[config.mk]
export PLATFORM = sky130hd
export DESIGN_NAME = regfile_scoreboard
export DESIGN_NICKNAME = d
export VERILOG_FILES = /design/src/rtl/regfile_scoreboard.sv
export SDC_FILE = /design/constraint.sdc
export NUM_CORES = 2
export LEC_CHECK = 0
export BUFFER_PORTS_ARGS = -buffer_cell sky130_fd_sc_hd__buf_2
export CAP_MARGIN = 20
export CORE_AREA = 2 2 356 358
export CTS_CLUSTER_DIAMETER = 50
export DETAILED_ROUTE_END_ITERATION = 16
export DIE_AREA = 0 0 358 360
export SYNTH_ARGS = -nofsm -noshare
export SYNTH_HDL_FRONTEND = slang
export SYNTH_SLANG_ARGS = --single-unit
export TNS_END_PERCENT = 50
[constraint.sdc]
create_clock -name clk -period 2.45 [get_ports clk]
set_input_delay 0.3675 -clock clk [delete_from_list [all_inputs] [get_ports clk]]
set_output_delay 0.3675 -clock clk [all_outputs]
set_load 0.005 [all_outputs]
[src/rtl/regfile_scoreboard.sv]
// regfile_scoreboard
// Integer register file with a per-register busy scoreboard.
// Decode reads operands and issues destinations. Writeback retires values.
//   - x0 is hardwired to zero and is never marked busy.
//   - reg[sp_index] resets to 2**addr_width_DMEM, truncated to bits.
//   - Reads are combinational. The write port is synchronous.
//   - hazard flags a RAW dependency on any operand that is actually used.
//
// Compile-time option: REGFILE_FWD_EN
//   When defined, a same-cycle writeback is forwarded to the read ports.
//   It also masks rd_busy for that register.
//
// Ports:
//   clk            rising-edge clock
//   async_reset_n  asynchronous active-low reset
//   rd_addr        packed read addresses; port p at slice p
//   rd_data        packed read data; port p at slice p
//   rd_busy        per-port pending-write flag
//   hazard         OR of rd_busy over ports with rd_used set
//   rd_used        per-port operand-consumed flag
//   issue_en       issue of an instruction that writes issue_addr
//   issue_addr     destination of the issued instruction
//   wr_en          writeback valid
//   wr_addr        writeback destination
//   wr_data        writeback value
module regfile_scoreboard #(
   parameter int bits            = 32,
   parameter int no_of_registers = 32,
   parameter int read_ports      = 2,
   parameter int sp_index        = 2,
   parameter int addr_width_DMEM = 10
) (
   input  logic                                      clk,
   input  logic                                      async_reset_n,
   input  logic [read_ports*$clog2(no_of_registers)-1:0] rd_addr,
   output logic [read_ports*bits-1:0]                rd_data,
   output logic [read_ports-1:0]                     rd_busy,
   output logic                                      hazard,
   input  logic [read_ports-1:0]                     rd_used,
   input  logic                                      issue_en,
   input  logic [$clog2(no_of_registers)-1:0]        issue_addr,
   input  logic                                      wr_en,
   input  logic [$clog2(no_of_registers)-1:0]        wr_addr,
   input  logic [bits-1:0]                           wr_data
);

   localparam int aw = $clog2(no_of_registers);
   localparam logic [bits-1:0] sp_reset_val = {{(bits-1){1'b0}}, 1'b1} << addr_width_DMEM;

   logic [bits-1:0]            regs [no_of_registers];
   logic [no_of_registers-1:0] busy;

   always_ff @(posedge clk or negedge async_reset_n) begin
      if (!async_reset_n) begin
         for (int r = 0; r < no_of_registers; r++) begin
            regs[r] <= (r == sp_index) ? sp_reset_val : '0;
         end
      end else if (wr_en && (wr_addr != '0)) begin
         regs[wr_addr] <= wr_data;
      end
   end

   // Set has priority over clear: a new producer supersedes a retiring one.
   always_ff @(posedge clk or negedge async_reset_n) begin
      if (!async_reset_n) begin
         busy <= '0;
      end else begin
         busy[0] <= 1'b0;
         for (int r = 1; r < no_of_registers; r++) begin
            if (issue_en && (issue_addr == aw'(r))) begin
               busy[r] <= 1'b1;
            end else if (wr_en && (wr_addr == aw'(r))) begin
               busy[r] <= 1'b0;
            end
         end
      end
   end

   always_comb begin
      logic [aw-1:0] a;
      logic          fwd_hit;
      rd_data = '0;
      rd_busy = '0;
      a       = '0;
      fwd_hit = 1'b0;
      for (int p = 0; p < read_ports; p++) begin
         a = rd_addr[p*aw +: aw];
`ifdef REGFILE_FWD_EN
         fwd_hit = wr_en && (wr_addr == a) && (a != '0);
`else
         fwd_hit = 1'b0;
`endif
         if (a == '0) begin
            rd_data[p*bits +: bits] = '0;
         end else if (fwd_hit) begin
            rd_data[p*bits +: bits] = wr_data;
         end else begin
            rd_data[p*bits +: bits] = regs[a];
         end
         rd_busy[p] = busy[a] && !fwd_hit;
      end
   end

   assign hazard = |(rd_busy & rd_used);

endmodule

==> flow_metrics.py <==
metrics = {
    "sta": {
        "maxSlewViolCount": 0,
        "post-route-period-util_pct": 124,
        "rsz0062_at_grt": "true",
        "final_hold_viol_count": 0,
        "fin_worst_skew_ns": 0,
        "fmax_ghz": 0.329,
        "setup_viol": 67,
        "holdWs_ns": 0.0833,
        "finalCriticalPeriod_ns": 3.04,
        "tightest_slew_ns": 0.966,
        "slew_headroom_pct": 35.1,
        "finalWorstSetupSlack_ns": -0.589,
    },
    "worst_setup_path": {
        "r2r_cells": 4,
        "cp-end-kind": "primary output",
        "r2r-end": "busy[3]",
        "cp-start-kind": "flop",
        "critPathKind": "flop to primary output",
        "critical_path_required_ns": 2.08,
        "cp_max_fo": 3,
        "timing.rr.start": "busy[3]",
        "arrival_ns": 2.67,
        "regToRegSetupSlack_ns": 1.10,
    },
    "run": {
        "cap_violations": 0,
    },
    "status": {
        "status": "finished, violations left",
        "failed_checks": "negative setup slack",
    },
    "final_layout": {
        "area_growth_pct": 19.5,
        "nFillCells": 10200,
        "final_layout_size_suffix_gt1_share_pct": 62.3,
        "final_cell_mix": "dfrtp_1 (1,054), mux2_2 (990), mux4_2 (617), nand2_1 (201), buf_4 (198)",
        "final_area_um2": 67000,
        "final_common_cell": "dfrtp_1",
        "nets": 3887,
    },
    "drt": {
        "vias": 35200,
        "avgRoutedWirePerCell_um": 30.8,
        "dr_wl_met3_um": 12300,
        "top_layer_used": "met5",
        "first_pass_iters": 5,
        "met2WireLength_um": 81800,
        "routed_via_density": 6.28,
        "drcViolationCount": 0,
        "drtAntennaViolNets": 0,
        "wl_met1_um": 73000,
        "drt-total-wl_um": 173000,
        "drt_iter0_markers": 3228,
    },
    "synthesis": {
        "yosysWarnings": 0,
        "synth-edff-count": 0,
        "syn_area_um2": 56100,
        "asyncSetResetFlopFracSynth_pct": 100,
        "yosysSeqAreaShare_pct": 47.1,
        "postSynthAreaPerCell_um2": 15.4,
        "synth-seq-cells": 1055,
        "synth_cells": 3631,
        "synth_ff_type": "dfrtp_1",
        "ys_types": 45,
        "syn_nets": 3689,
    },
    "global_routing": {
        "grt_pass1_wl_um": 256000,
        "grt_max_degree": 99,
        "antenna_found_initial": 20,
        "grt_overflow": 0,
        "track_usage_pct": 27.4,
        "grt_pass1_vias": 36600,
    },
    "clocking": {
        "tritoncts": "yes",
        "cts-buffers-inserted": 137,
        "worst_skew_pair.late_latency_ns": 0.77,
        "cts_max_level": 4,
        "clk_pin_slew_ns": 0.06,
        "root_buffer": "clkbuf_16",
        "clockBufferDepth": 3,
        "cts.sinks": 1055,
    },
    "place": {
        "post-dp-hpwl_um": 109000,
        "placed_cell_area_um2": 61400,
        "portBuffers": 124,
        "gp_congestion": 0.844,
        "place_ws_ns": -0.362,
    },
    "floorplanning": {
        "die_x_um": 358,
        "io_pins": 125,
        "die_area_um2": 129000,
        "start_util_pct": 44.9,
        "rows": 130,
        "core_um2": 125000,
        "die_height_um": 360,
    },
    "power": {
        "peakVddDrop_mv": 0.836,
        "powerDensity_nw_per_um2": 834,
        "total_power_mw": 55.8,
        "p_leak_nw": 29.1,
    },
    "worst_hold_path": {
        "hp-class": "input pin to async pin",
    },
}
[metrics by stage]
stage	utilization (%)	instances	setup TNS [ns]
after floorplan	-	3631	0
after global placement	49.1	5317	-14.86
after detailed placement	49.1	5317	-15.06
after CTS	53.4	5581	-28.45
after global routing	53.6	5593	-30.38
final	53.6	5601	-25.47
[state kept, by name (all words and copies together), names as in the netlist]
signal / flops
regs: 1024
busy: 31
[worst max-delay path: stages, from the launching register on]
cell	delay, ns
dfrtp_1	0.39
mux2i_1	0.09
mux4_2	0.48
a211o_1	0.28
a221oi_2	0.18
buf_4	0.22
a22o_1	0.15
buf_2	0.10
[layer usage]
metal	track usage, %	vias up
li1	-	14300
met1	38.5	19300
met2	42.5	1189
met3	6.02	318
met4	8.89	16
met5	0	-
[cell type report]
type,count,area [um2],share of cell area [%]
multi-input cells,2120,28400,42.4
diodes,10,25.0,0.0374
well taps,1650,2060,3.08
clock buffers,191,4020,6.00
inverters,43,163,0.243
repair buffers,472,5130,7.66
clock inverters,60,782,1.17
flip-flops and latches,1055,26400,39.4
[synth_stat cells (2+ instances only)]
library cell | count | area share, %
mux4_2 | 617 | 25
nand4_1 | 3 | 0.033
o31ai_1 | 5 | 0.067
o22ai_1 | 2 | 0.022
o21ai_0 | 24 | 0.21
nand2_1 | 244 | 1.6
nor3_1 | 4 | 0.036
nand3_1 | 9 | 0.080
nor2b_1 | 6 | 0.067
buf_1 | 58 | 0.39
or2_1 | 2 | 0.022
o32ai_1 | 3 | 0.047
mux2_2 | 992 | 20
buf_2 | 110 | 0.98
o21ai_1 | 32 | 0.29
nor3_2 | 3 | 0.054
dfrtp_1 | 1054 | 47
mux2i_1 | 14 | 0.25
a22o_1 | 9 | 0.14
nor4b_1 | 2 | 0.031
nand2b_4 | 2 | 0.049
a21oi_1 | 36 | 0.32
clkbuf_1 | 210 | 1.4
nand2b_1 | 5 | 0.056
a22oi_1 | 33 | 0.44
inv_1 | 43 | 0.29
a32o_1 | 4 | 0.071
or3_1 | 3 | 0.033
buf_4 | 21 | 0.28
mux2_4 | 2 | 0.054
buf_6 | 14 | 0.28
nor2_1 | 52 | 0.35
[power breakdown]
part,switching [mW],internal [mW]
combinational,4.33,7.20
sequential,2.40,20.8
clock,8.10,13.0
total,14.8,41.0
[how the worst max path moves through the flow]
stage                        endpoint  startpoint  slack (ns)
after floorplan           rd_data[39]  rd_addr[5]        0.04
final                          hazard     busy[5]       -0.59
after global routing           hazard     busy[3]       -0.68
after detailed placement  rd_data[49]  rd_addr[5]       -0.36
after global placement    rd_data[49]  rd_addr[5]       -0.36
after CTS                      hazard     busy[3]       -0.61
[repair_timing]
item | CTS | global route
hold buffers | 10 | 0
setup buffers | 5 | 10
gates resized for setup | 123 | 27
endpoints found under the hold margin | 446 | 0
pin swaps | 10 | 4
endpoints found under the setup margin | 67 | 67
[cells by family after synthesis]
family / share of synthesized area, %
AO/OA/AOI/OAI: 1.71
buffers and inverters: 3.63
flip-flops: 47.1
multiplexers: 45.0
AND/OR/NAND/NOR: 2.52
Power figures use the tool's default switching activity.
